## config.mk

```make
export PLATFORM = sky130hd
export DESIGN_NAME = clk_div_prog
export DESIGN_NICKNAME = d
export VERILOG_FILES = /design/src/rtl/clk_div_prog.sv
export SDC_FILE = /design/constraint.sdc
export NUM_CORES = 1
export LEC_CHECK = 0
export BUFFER_PORTS_ARGS = -buffer_cell sky130_fd_sc_hd__buf_2
export CAP_MARGIN = 20
export CORE_ASPECT_RATIO = 1.25
export CORE_MARGIN = 4
export CORE_UTILIZATION = 45
export CTS_CLUSTER_DIAMETER = 60
export DETAILED_ROUTE_END_ITERATION = 10
export GPL_TIMING_DRIVEN = 0
export PLACE_DENSITY_LB_ADDON = 0.12
export SYNTH_ARGS = -nofsm -noshare
export SYNTH_HDL_FRONTEND = slang
export SYNTH_SLANG_ARGS = --single-unit
export TNS_END_PERCENT = 30
```

## constraint.sdc

```tcl
create_clock -name clk_i -period 5.1 [get_ports clk_i]
set_clock_uncertainty 0.15 [all_clocks]
set_input_delay 1.02 -clock clk_i [delete_from_list [all_inputs] [get_ports clk_i]]
set_output_delay 1.02 -clock clk_i [all_outputs]
set_load 0.01 [all_outputs]
```

## src/rtl/clk_div_prog.sv

```systemverilog
// Multi-channel programmable clock divider: registered divided clocks plus one-cycle enable strobes.
// Divisor changes apply at period boundaries (or immediately while a channel is disabled).
module clk_div_prog #(
  parameter int NUM_CH      = 2,
  parameter int CNT_W       = 16,
  parameter int DEFAULT_DIV = 2
) (
  input  logic                    clk_i,
  input  logic                    reset_n,
  input  logic [NUM_CH-1:0]       en_i,
  input  logic [NUM_CH*CNT_W-1:0] div_i,
  input  logic [NUM_CH-1:0]       div_load_i,
  output logic [NUM_CH-1:0]       clk_o,
  output logic [NUM_CH-1:0]       tick_o,
  output logic [NUM_CH*CNT_W-1:0] div_active_o
);

  localparam logic [CNT_W-1:0] DIV_RST = CNT_W'(DEFAULT_DIV);
  localparam logic [CNT_W-1:0] ONE     = CNT_W'(1);
  localparam logic [CNT_W-1:0] TWO     = CNT_W'(2);

  // Divisors below 2 cannot form a high and a low phase.
  function automatic logic [CNT_W-1:0] clamp_div(input logic [CNT_W-1:0] v);
    return (v < TWO) ? TWO : v;
  endfunction

  for (genvar c = 0; c < NUM_CH; c++) begin : g_ch
    logic [CNT_W-1:0] cnt_q, cnt_d;
    logic [CNT_W-1:0] div_q, div_d;
    logic [CNT_W-1:0] pend_q, pend_d;
    logic             pend_vld_q, pend_vld_d;
    logic             clk_q, clk_d;
    logic             tick_q, tick_d;
    logic [CNT_W-1:0] div_new;
    logic [CNT_W-1:0] div_last;
    logic [CNT_W-1:0] cnt_inc;
    logic             wrap;

    assign div_new  = clamp_div(div_i[c*CNT_W +: CNT_W]);
    assign div_last = div_q - ONE;
    assign cnt_inc  = cnt_q + ONE;
    assign wrap     = en_i[c] && (cnt_q == div_last);

    always_comb begin
      cnt_d      = cnt_q;
      div_d      = div_q;
      pend_d     = pend_q;
      pend_vld_d = pend_vld_q;
      clk_d      = clk_q;
      tick_d     = 1'b0;
      if (!en_i[c]) begin
        // Park on the last count so the first enabled cycle wraps and rises.
        clk_d      = 1'b0;
        pend_vld_d = 1'b0;
        cnt_d      = div_last;
        if (div_load_i[c]) begin
          div_d = div_new;
          cnt_d = div_new - ONE;
        end else if (pend_vld_q) begin
          div_d = pend_q;
          cnt_d = pend_q - ONE;
        end
      end else if (wrap) begin
        cnt_d      = '0;
        clk_d      = 1'b1;
        tick_d     = 1'b1;
        pend_vld_d = 1'b0;
        if (div_load_i[c]) begin
          div_d = div_new;
        end else if (pend_vld_q) begin
          div_d = pend_q;
        end
      end else begin
        cnt_d = cnt_inc;
        clk_d = (cnt_inc < (div_q >> 1));
        if (div_load_i[c]) begin
          pend_d     = div_new;
          pend_vld_d = 1'b1;
        end
      end
    end

    always_ff @(posedge clk_i) begin
      if (!reset_n) begin
        cnt_q      <= DIV_RST - ONE;
        div_q      <= DIV_RST;
        pend_q     <= DIV_RST;
        pend_vld_q <= 1'b0;
        clk_q      <= 1'b0;
        tick_q     <= 1'b0;
      end else begin
        cnt_q      <= cnt_d;
        div_q      <= div_d;
        pend_q     <= pend_d;
        pend_vld_q <= pend_vld_d;
        clk_q      <= clk_d;
        tick_q     <= tick_d;
      end
    end

    assign clk_o[c]                      = clk_q;
    assign tick_o[c]                     = tick_q;
    assign div_active_o[c*CNT_W +: CNT_W] = div_q;
  end

endmodule

```

==> flow_summary.ini <==
[logic_synthesis]
synthArstFlopShare_pct = 0
ys_top_cells_by_area = dfxtp_1, xnor2_1, ha_1, nand2_1, nor2_1
synth_edf_count = 0
ys_types = 80
postSynthAreaPerCell_sq_um = 7.76
synthFlopType = dfxtp_1
synthesis.area_sq_mm = 0.00869
ys_ff_latch = 102
yosys.area.top_type = dfxtp_1
ys_seq_area_share_pct = 23.5
synth_top_area_share_pct = 23.5
yosysWarnings = 0
syn_inst = 1120
synth_nets = 1194

[detailed_routing]
wirelength_microns = 31900
drc = 0
num_vias = 8907
via_per_inst = 6.19
firstDrtPassIters = 5
ant_nets = 0
avgRoutedWirePerCell_microns = 22.2
dr.first_iter.drc_count = 601

[grt]
grt_max_degree = 20
gr-total-overflow = 0
grt_pass1_vias = 8639
grt_antenna_before_repair = 0
grt_pass1_wl_microns = 48500
grt_usage_pct = 28.9

[critical_path]
end_kind = flip-flop
timing.rr.start = g_ch[0].div_q[0]$_SDFFE_PN0P_
cp_max_fo = 5
reg2reg_setup_slack_ns = 0.81
cp-startpoint = div_i[26]
critPathKind = primary input to flip-flop
r2r-end = g_ch[0].div_q[12]$_SDFFE_PN0P_
arrival_ns = 4.43
startpoint_type = primary input
reg2reg_depth = 14
crit_required_ns = 5.19
crit_end = g_ch[1].cnt_q[10]$_SDFF_PN0_

[timing]
rsz0062_at_grt = no
hold_ws_ns = 0.356
period_needed_ns = 4.34
hold_viol = 0
slew_headroom_pct = 38.4
fmax_mhz = 231
tightest_slew_ns = 0.916
finalSetupViolCount = 0
finalCritPeriodShare_pct = 85.0
slew_violations = 0
setup-tns-final_ns = 0

[cts]
clk_latency_ns = 0.36
h-tree-depth = 3
hold_buffers = 0
clock_sinks = 102
clk_pin_slew_worst_paths_ns = 0.08
cts_tree = done
postCtsResizedCells = 0
cts_root_buffer = clkbuf_16
post_cts_buffers = 0
cts_buffers = 9
cts_buffer_depth = 2

[final_layout]
area_growth_pct = 11.0
num-fill-cells = 1961
diodes = 0
nets = 1276
drive_gt1_share_pct = 11.7

[worst_hold_path]
hold_class = flip-flop to flip-flop

[pwr]
clkPwrFrac_pct = 29.5
switchingPower_mw = 0.975
p_comb_share_pct = 34.3
peakVddDrop_mv = 0.171
p_int_mw = 1.60
swShare_pct = 37.9
p_leak_nw = 3.56
power.density_mw_per_mm2 = 267
p_seq_share_pct = 36.2

[run]
max_cap_viol_count = 0

[placement]
hpwl_microns = 25800
port_buffers = 71
gp_congestion = 0.946

[run_status]
status = finished, final reports clean

[floorplan]
die-area_sq_mm = 0.0216
die_w_microns = 132
die_y_microns = 163
core_sq_mm = 0.0188
io_pins = 74
start_util_pct = 46.1
rows = 56
==> critical path, stage by stage <==
cell and delay, ns:
buf_2 0.12, or4_1 0.58, or4_1 0.52, or4b_1 0.62
o21ai_1 0.29, ha_1 0.31, nand2_1 0.22, nor4_1 0.28
xnor2_1 0.16, nand2_1 0.07, o21ai_0 0.13, o2bb2ai_1 0.10
==> metal layers <==
| metal | up-vias | track usage, % | wire [microns] |
|---|---|---|---|
| li1 | 4270 | - | - |
| met5 | - | 0 | 0 |
| met4 | 0 | 17.1 | 2050 |
| met1 | 4181 | 30.6 | 11700 |
| met2 | 352 | 54.8 | 16600 |
| met3 | 104 | 3.42 | 1480 |
==> final cells by class <==
type | count | area [sq um] | area share, %
well taps | 232 | 290 | 3.01
clock buffers | 9 | 225 | 2.34
plain buffers | 92 | 404 | 4.19
multi-input cells | 870 | 6030 | 62.5
clock inverters | 7 | 86.3 | 0.895
inverters | 56 | 210 | 2.18
flip-flops and latches | 102 | 2040 | 21.2
repair buffers | 71 | 355 | 3.68
==> power groups by stage <==
| stage | combinational [mW] | clock [mW] | sequential, mW |
|---|---|---|---|
| 2_1_floorplan | 0.597 | 0 | 0.936 |
| 3_3_place_gp | 0.867 | 0 | 0.947 |
| 3_5_place_dp | 0.869 | 0 | 0.947 |
| 4_1_cts | 0.873 | 0.765 | 0.929 |
| 5_1_grt | 0.956 | 0.798 | 0.939 |
| 6_report | 0.881 | 0.758 | 0.931 |
==> worst min-delay path by stage <==
stage / from / to / depth (start not counted)
after floorplan: g_ch[1].pend_q[15]$_SDFFE_PN0P_ / g_ch[1].pend_q[15]$_SDFFE_PN0P_ / 2
after global placement: g_ch[1].pend_q[15]$_SDFFE_PN0P_ / g_ch[1].pend_q[15]$_SDFFE_PN0P_ / 2
after detailed placement: g_ch[1].pend_q[15]$_SDFFE_PN0P_ / g_ch[1].pend_q[15]$_SDFFE_PN0P_ / 2
after CTS: g_ch[1].pend_q[15]$_SDFFE_PN0P_ / g_ch[1].pend_q[15]$_SDFFE_PN0P_ / 2
after global routing: g_ch[1].pend_q[15]$_SDFFE_PN0P_ / g_ch[1].pend_q[15]$_SDFFE_PN0P_ / 2
final: g_ch[1].pend_q[15]$_SDFFE_PN0P_ / g_ch[1].pend_q[15]$_SDFFE_PN0P_ / 2
==> cells by family (layout without fill, tap and decap cells) <==
family | after synthesis | in the layout | synth area share (%)
AO/OA/AOI/OAI | 281 | 281 | 24.0
XOR/XNOR | 128 | 128 | 13.5
adder cells (fa/ha/maj) | 36 | 36 | 5.19
buffers and inverters | 148 | 235 | 7.07
flip-flops | 102 | 102 | 23.5
multiplexers | 24 | 24 | 2.81
AND/OR/NAND/NOR | 401 | 401 | 23.9
==> through the flow <==
step / setup WS (ns) / cells / utilization [%] / instance area, sq um / power, mW
after floorplan: 1.14 / 1120 / - / 8690 / 1.53
after global placement: 0.384 / 1423 / 49.5 / 9330 / 1.81
after detailed placement: 0.346 / 1423 / 49.5 / 9330 / 1.82
after CTS: 0.728 / 1439 / 51.2 / 9640 / 2.57
after global routing: 0.557 / 1439 / 51.2 / 9640 / 2.69
final: 0.765 / 1439 / 51.2 / 9640 / 2.57
==> sequential cells by signal, summed over array words and instances (netlist names) <==
name and cells:
g_ch.cnt_q 32, g_ch.div_q 32, g_ch.pend_vld_q 2, g_ch.clk_q 2
g_ch.pend_q 32, g_ch.tick_q 2
==> cell usage after synthesis (6+ instances only) <==
library cell and instances:
a211oi_1 27, a21oi_1 51, a2bb2oi_1 8, a2bb2oi_2 9, a31oi_1 16, and3_1 8, buf_1 9, buf_2 8
clkbuf_1 66, dfxtp_1 102, ha_1 36, inv_1 54, mux2i_1 21, nand2_1 100, nand2b_1 14, nand3_1 49
nand3b_1 6, nand4_1 15, nor2_1 82, nor2b_1 7, nor3_1 43, nor4_1 23, o2111ai_1 8, o211ai_1 8
o21a_1 10, o21ai_0 28, o21ai_1 8, o221a_1 7, o221a_2 6, o221ai_1 17, o22ai_1 10, o2bb2ai_1 12
o31ai_1 16, or3_1 10, or4_1 13, xnor2_1 89, xor2_1 35
==> layout by cell type, fill, tap and decap left out, types with 7 or more instances in the layout <==
cell | Yosys | routed
dfxtp_1 | 102 | 102
nand2_1 | 100 | 100
xnor2_1 | 89 | 89
nor2_1 | 82 | 82
buf_2 | 8 | 79
clkbuf_1 | 66 | 66
inv_1 | 54 | 54
a21oi_1 | 51 | 51
nand3_1 | 49 | 49
nor3_1 | 43 | 43
ha_1 | 36 | 36
xor2_1 | 35 | 35
o21ai_0 | 28 | 28
a211oi_1 | 27 | 27
nor4_1 | 23 | 23
mux2i_1 | 21 | 21
o221ai_1 | 17 | 17
a31oi_1 | 16 | 16
o31ai_1 | 16 | 16
nand4_1 | 15 | 15
nand2b_1 | 14 | 14
or4_1 | 13 | 13
o2bb2ai_1 | 12 | 12
or3_1 | 10 | 10
o22ai_1 | 10 | 10
o21a_1 | 10 | 10
buf_1 | 9 | 9
a2bb2oi_2 | 9 | 9
clkbuf_16 | 0 | 9
and3_1 | 8 | 8
o21ai_1 | 8 | 8
o211ai_1 | 8 | 8
o2111ai_1 | 8 | 8
a2bb2oi_1 | 8 | 8
nor2b_1 | 7 | 7
o221a_1 | 7 | 7
Power figures use the tool's default switching activity.
